[src/rtl/mult4_mac_pkg.sv]
// Shared types and widths for the 4x4 multiply-accumulate block.
// Provides the FSM state enum and the operand/product/accumulator widths.
package mult4_mac_pkg;

  localparam int LEN_W     = 4;
  localparam int PROD_W    = 8;
  localparam int MIN_ACC_W = 12;

  typedef enum logic [1:0] {
    IDLE,
    ACCUM,
    DRAIN,
    DONE
  } state_t;

endpackage

[src/rtl/mult4_mac_accum_core.sv]
// mult4_core: combinational unsigned 4x4 -> 8 multiplier.
// Ports: a, b (4-bit unsigned operands), p (8-bit exact product).
module mult4_core
  import mult4_mac_pkg::*;
(
  input  logic [3:0]        a,
  input  logic [3:0]        b,
  output logic [PROD_W-1:0] p
);

  assign p = {4'b0, a} * {4'b0, b};

endmodule

[src/rtl/mult4_mac_accum.sv]
// Job-based multiply-accumulate: sums len+1 products of 4-bit beats.
// Ports: clk, rst_n, start/len job request, in_valid/in_ready/a/b
// operand beats, out_valid/out_ready/acc result, busy status.
module mult4_mac_accum
  import mult4_mac_pkg::*;
#(
  parameter int ACC_W = 16
) (
  input  logic             clk,
  input  logic             rst_n,
  input  logic             start,
  input  logic [LEN_W-1:0] len,
  input  logic             in_valid,
  output logic             in_ready,
  input  logic [3:0]       a,
  input  logic [3:0]       b,
  output logic             out_valid,
  input  logic             out_ready,
  output logic [ACC_W-1:0] acc,
  output logic             busy
);

  state_t              state;
  logic [LEN_W-1:0]    cnt;
  logic [LEN_W-1:0]    len_q;
  logic [PROD_W-1:0]   prod_q;
  logic                prod_v;
  logic [PROD_W-1:0]   prod_d;
  logic [ACC_W-1:0]    prod_ext;

  mult4_core u_core (
    .a (a),
    .b (b),
    .p (prod_d)
  );

  assign prod_ext = {{(ACC_W-PROD_W){1'b0}}, prod_q};

  always_ff @(posedge clk or negedge rst_n) begin
    if (!rst_n) begin
      state     <= IDLE;
      cnt       <= '0;
      len_q     <= '0;
      prod_q    <= '0;
      prod_v    <= 1'b0;
      acc       <= '0;
      in_ready  <= 1'b0;
      out_valid <= 1'b0;
      busy      <= 1'b0;
    end else begin
      prod_v <= 1'b0;
      // Product registered last edge lands in acc now.
      if (prod_v)
        acc <= acc + prod_ext;
      unique case (state)
        IDLE: begin
          if (start) begin
            acc      <= '0;
            cnt      <= '0;
            len_q    <= len;
            state    <= ACCUM;
            in_ready <= 1'b1;
            busy     <= 1'b1;
          end
        end
        ACCUM: begin
          if (in_valid) begin
            prod_q <= prod_d;
            prod_v <= 1'b1;
            cnt    <= cnt + 1'b1;
            if (cnt == len_q) begin
              state    <= DRAIN;
              in_ready <= 1'b0;
            end
          end
        end
        DRAIN: begin
          state     <= DONE;
          out_valid <= 1'b1;
        end
        DONE: begin
          if (out_ready) begin
            state     <= IDLE;
            out_valid <= 1'b0;
            busy      <= 1'b0;
          end
        end
        default: state <= IDLE;
      endcase
    end
  end

endmodule

[config.mk]
export PLATFORM = sky130hd
export DESIGN_NAME = mult4_mac_accum
export DESIGN_NICKNAME = d
export VERILOG_FILES = /design/src/rtl/mult4_mac_pkg.sv /design/src/rtl/mult4_mac_accum_core.sv /design/src/rtl/mult4_mac_accum.sv
export SDC_FILE = /design/constraint.sdc
export NUM_CORES = 1
export LEC_CHECK = 0
export BUFFER_PORTS_ARGS = -buffer_cell sky130_fd_sc_hd__buf_4
export CORE_MARGIN = 1
export CORE_UTILIZATION = 40
export CTS_BUF_LIST = sky130_fd_sc_hd__clkbuf_4
export CTS_CLUSTER_SIZE = 24
export DETAILED_ROUTE_END_ITERATION = 8
export PLACE_DENSITY = 0.65
export SYNTH_ARGS = -nofsm -noshare
export SYNTH_HDL_FRONTEND = slang
export SYNTH_SLANG_ARGS = --single-unit
[constraint.sdc]
create_clock -name clk -period 3.5 [get_ports clk]
set_clock_uncertainty 0.1 [all_clocks]
set_input_delay 1.05 -clock clk [delete_from_list [all_inputs] [get_ports clk]]
set_output_delay 1.05 -clock clk [all_outputs]
set_load 0.01 [all_outputs]
=== After elaboration in Yosys (flattened, before gate mapping) ===
Index checks and enable logic that the tools add are counted.
Widths: inputs -> output; s select.

* Reductions and logical operators: 11
* Equality and inequality tests: 8
* Add/sub/neg operators: 2
* Bitwise gates (word level): 0
* Muxes and demuxes: 20
* Magnitude comparators: 0
* Div/mod/pow operators: 0
* Shift operators: 0
* Multipliers: 1

{| class="wikitable"
|+ Operators by type and width
! operator !! count
|-
| $mux 16 || 3
|-
| $add 16x8->16 || 1
|-
| $mul 4x4->8 || 1
|-
| $mux 2 || 4
|-
| $mux 4 || 2
|-
| $ne 2x2->1 const B || 4
|-
| $pmux 2 s4 || 1
|-
| $pmux 4 s2 || 1
|-
| $reduce_and 4->1 || 2
|-
| $mux 1 || 6
|-
| $pmux 1 s2 || 3
|-
| $reduce_and 2->1 || 3
|-
| $reduce_and 3->1 || 2
|-
| $reduce_bool 2->1 || 3
|-
| $add 4x1->4 const B || 1
|-
| $eq 2x2->1 const B || 2
|-
| $eq 4x4->1 || 1
|-
| $eq 2x1->1 const B || 1
|-
| $logic_not 2->1 || 1
|}

* Flip-flop bits (word level): 38
* Memories: 0
* Logic and storage cells: 51
* RAM bits: 0
* Input port bits: 17
* ROM bits: 0
* Latch bits: 0

=== Longest topological paths before layout ===
* Word-level depth: 4
* Mapped depth: 10

=== By module ===
From an unflattened synthesis, not the netlist that was laid out.

* Cell total of the unflattened synthesis: 277
* Area, all modules: 2640.0 µm²

{| class="wikitable"
|+ By module, submodules not included
! module !! cells an instance !! instances !! area an instance (µm²)
|-
| mult4_mac_accum || 226 || 1 || 2190.9
|-
| mult4_core || 51 || 1 || 449.2
|}

=== Least setup slack after synthesis ===
OpenSTA, ideal clock, no wires.

* Path kind: in2reg
* Start point: input port a[0]
* End point: register prod_q[7]
* Required time: 3275 ps
* Data arrival time: 3235 ps
* Cell stages on the path: 10
* Path buffers: 0
* Slack: 40 ps
* Path through: nand2_1 -> fa_1 -> inv_1 -> fa_1 -> ha_1 -> a21o_1 -> a31o_1 -> a21oi_1 -> xor2_1 -> o21ai_1

* Cells in the longest elaborated chain, start to end: 1

{| class="wikitable"
|+ RTL lines
! what !! line !! RTL
|-
| from (decl) || mult4_mac_accum.sv:15 || <nowiki>input logic [3:0] a,</nowiki>
|-
| $mul 4x4->8 || mult4_mac_accum_core.sv:11 || <nowiki>assign p = {4'b0, a} * {4'b0, b};</nowiki>
|-
| to (signal assigned) || mult4_mac_accum.sv:68 || <nowiki>prod_q <= prod_d;</nowiki>
|-
| to (decl) || mult4_mac_accum.sv:26 || <nowiki>logic [PROD_W-1:0] prod_q;</nowiki>
|}

Every way passes these cells.
A chain may end at the register's enable or synchronous reset.

=== Final worst setup path ===
* Start point: input port b[3]
* End point: register prod_q[7]

* Cells in the longest elaborated chain, start to end: 1

{| class="wikitable"
|+ RTL lines
! what !! line !! RTL
|-
| from (decl) || mult4_mac_accum.sv:16 || <nowiki>input logic [3:0] b,</nowiki>
|-
| $mul 4x4->8 || mult4_mac_accum_core.sv:11 ||
|}

Every way passes these cells.

==> run_results.csv <==
group,metric,value,unit
status,outcome,"finished, final reports clean",
power,power,2.04,mW
synthesis,synth-adder-area-share,16.1,%
route,wl_per_cell,12.7,um
floorplan,io_pins,36,
timing,final_max_slew_viol_count,0,
cts,ctsResizeCount,0,
route,wl,4.95,mm
placed_design,place_congestion,0.808,
power,irDropWorstVdd,0.295,mV
timing,max_slew.worst_pin.slew,703,ps
synthesis,ys_ff_latch,38,
synthesis,synth_nets,322,
grt,grt_first_pass_wirelength,8.16,mm
cts,clk_pin_slew,110,ps
synthesis,syn_inst,275,
worst_setup_path,crit_arrival,3420,ps
cts,root_buffer,"clkbuf_4",
timing,clock.fmax,0.303,GHz
synthesis,synth_compound_area_share,13.9,%
grt,grt_max_degree,39,
grt,gr-total-overflow,0,
power,p_seq_share,35.9,%
final_layout,n_antenna_cell,0,
worst_setup_path,r2r_slack,1340,ps
synthesis,ys_seq_area_share,37.1,%
synthesis,yosys.cell_types.count,45,
grt,antenna_found_initial,0,
timing,post-route-period-util,94.4,%
power,switchingPower,836,uW
synthesis,syn_area,2560,um2
route,vias,2020,
floorplan,start_util,42.3,%
worst_setup_path,cp-end-kind,"register",
synthesis,muxShareOfSynthArea,5.71,%
cts,clock_path_buffers,2,
route,dr.pass1.iters,4,
worst_setup_path,critPathMaxFanout,4,
power,p_int,1.20,mW
cts,numCtsBuffers,5,
cts,cts_tree,"built",
cts,clock-sinks,38,
cts,h-tree-depth,2,
power,p_clk_share,14.1,%
placed_design,place_ws,-210,ps
placed_design,portBuffers,35,
power,p_leak,1.53,nW
cts,worstSkewPairLatency,340,ps
synthesis,synth_xor_area_share,4.78,%
floorplan,dieHeight,82.1,um
synthesis,synth_top_area_share,37.1,%
final_layout,most-common-layout-cells,"42 x buf_4, 39 x nand2_1, 38 x dfrtp_1, 25 x ha_1, 20 x nor2_1",
route,ant_nets,0,
final_layout,layout_commonest_cell,"buf_4",
grt,grt_pass1_vias,1847,
final_layout,drive_gt1_share,19.0,%
grt,grt_use_total,16.1,%
synthesis,synth_top_family_by_area,"simple AND/OR/NAND/NOR gates",
route,drc,0,
timing,setup_slack,195,ps
route,drt-initial-drc-count,76,
timing,whs,400,ps
floorplan,core-area,6060,um2
synthesis,syn_area_per_cell,9.33,um2
synthesis,yosys_warnings,0,
cts,cts.hold.buffers_added,0,
final_layout,final_util,49.7,%
timing,hold_violations,0,
floorplan,die-area,6740,um2
synthesis,synth-simple-area-share,19.5,%
placed_design,dp_hpwl,3.78,mm
cts,post-cts-setup-buffers,0,
route,via_per_inst,5.17,
worst_setup_path,cp-start-kind,"input pin",
final_layout,nNetsFinal,363,
hold_path,hold_class,"reg2reg",
power,p_comb_share,50.0,%
floorplan,dieWidth,82.1,um
timing,rsz0062_at_grt,"no",
timing,setup_viol,0,
timing,max_slew_margin,53.1,%
power,p_sw_share,41.0,%
worst_setup_path,path_class,"in2reg",
job,drv_cap,0,
floorplan,num_rows,28,
synthesis,synth_top_area_cell,"dfrtp_1",
worst_setup_path,required,3620,ps
final_layout,area.growth.synth_to_final,17.5,%
synthesis,ys_top_cells_by_area,"dfrtp_1 37%, ha_1 12%, nand2_1 5.7%",
timing,finalCriticalPeriod,3300,ps
power,powerDensity,676,nW/um2
-- layer usage --
metal / part of all wire, % / up-vias / track usage (%)
met5: 0 / - / 0
met4: 1.2 / 0 / 5.79
met3: 4.6 / 4 / 3.56
met2: 46 / 39 / 27.4
met1: 48 / 928 / 20.0
li1: - / 1049 / -
-- worst max-delay path: stages --
cell	delay (ps)
buf_4	90
nand2_1	70
fa_1	530
inv_1	60
fa_1	520
ha_1	310
a21o_1	170
a31o_1	210
a21oi_1	170
xor2_1	160
o21ai_1	80
-- logic make-up after synthesis --
logic type	after synthesis
AO/OA/AOI/OAI	55
buffers and inverters	20
flip-flops	38
AND/OR/NAND/NOR	104
adder cells (fa/ha/maj)	30
XOR/XNOR	14
multiplexers	14
-- registers in the layout, summed over array words and instances (netlist names) --
register and flops:
in_ready 1, state 2, len_q 4, out_valid 1
prod_v 1, busy 1, acc 16, prod_q 8
cnt 4
-- synthesized netlist by cell type (all sizes together) --
cell / number
ha: 25
o221ai: 1
and2: 13
a31oi: 1
and3: 3
inv: 12
xor2: 10
nand2: 40
a31o: 1
a22o: 3
or4: 2
nor2: 20
nor4: 3
dfrtp: 38
and4: 1
nor2b: 1
nand4: 2
o211ai: 4
fa: 5
nand3b: 1
buf: 1
o21bai: 1
nand3: 9
nand2b: 5
mux2: 5
o21ai: 21
a21o: 5
o22ai: 2
clkbuf: 7
o211a: 1
nor3: 4
a211oi: 4
a21oi: 10
mux2i: 9
o2bb2ai: 1
xnor2: 4
-- per-stage QoR --
stage	area, um2	TNS (ps)	instances
global placement	2940	-209	384
floorplan	2560	0	275
finish	3010	0	391
detailed placement	2940	-346	384
global route	3010	0	391
CTS	3010	0	391
-- final timing paths --
kind                                 from  cells past startpoint   endpoint
worst max-delay path                 b[3]                     11  prod_q[7]
worst min-delay path            prod_q[4]                      2  prod_q[4]
worst max register to register     acc[0]                      7    acc[14]
worst min register to register  prod_q[4]                      2  prod_q[4]
max in group asynchronous           rst_n                      1     acc[3]
min in group asynchronous           rst_n                      1     cnt[2]
-- cell type report --
cell class                      instances  area [um2]
Clock buffer                            5        37.5
Clock inverter                          2        33.8
Sequential cell                        38         951
Multi-Input combinational cell        217        1540
Timing Repair Buffer                   42         315
Inverter                               12        45.0
Fill cell                             571        3050
Tap cell                               75        93.8
-- power by group through the flow --
| stage | Clock (mW) | Combinational, mW | Sequential [mW] |
|---|---|---|---|
| after floorplan | 0 | 0.757 | 0.723 |
| after global placement | 0 | 1.01 | 0.738 |
| after detailed placement | 0 | 1.03 | 0.742 |
| after CTS | 0.296 | 1.03 | 0.732 |
| after global routing | 0.308 | 1.16 | 0.755 |
| final | 0.287 | 1.02 | 0.732 |
No activity file was read; power rests on OpenSTA's default activity.
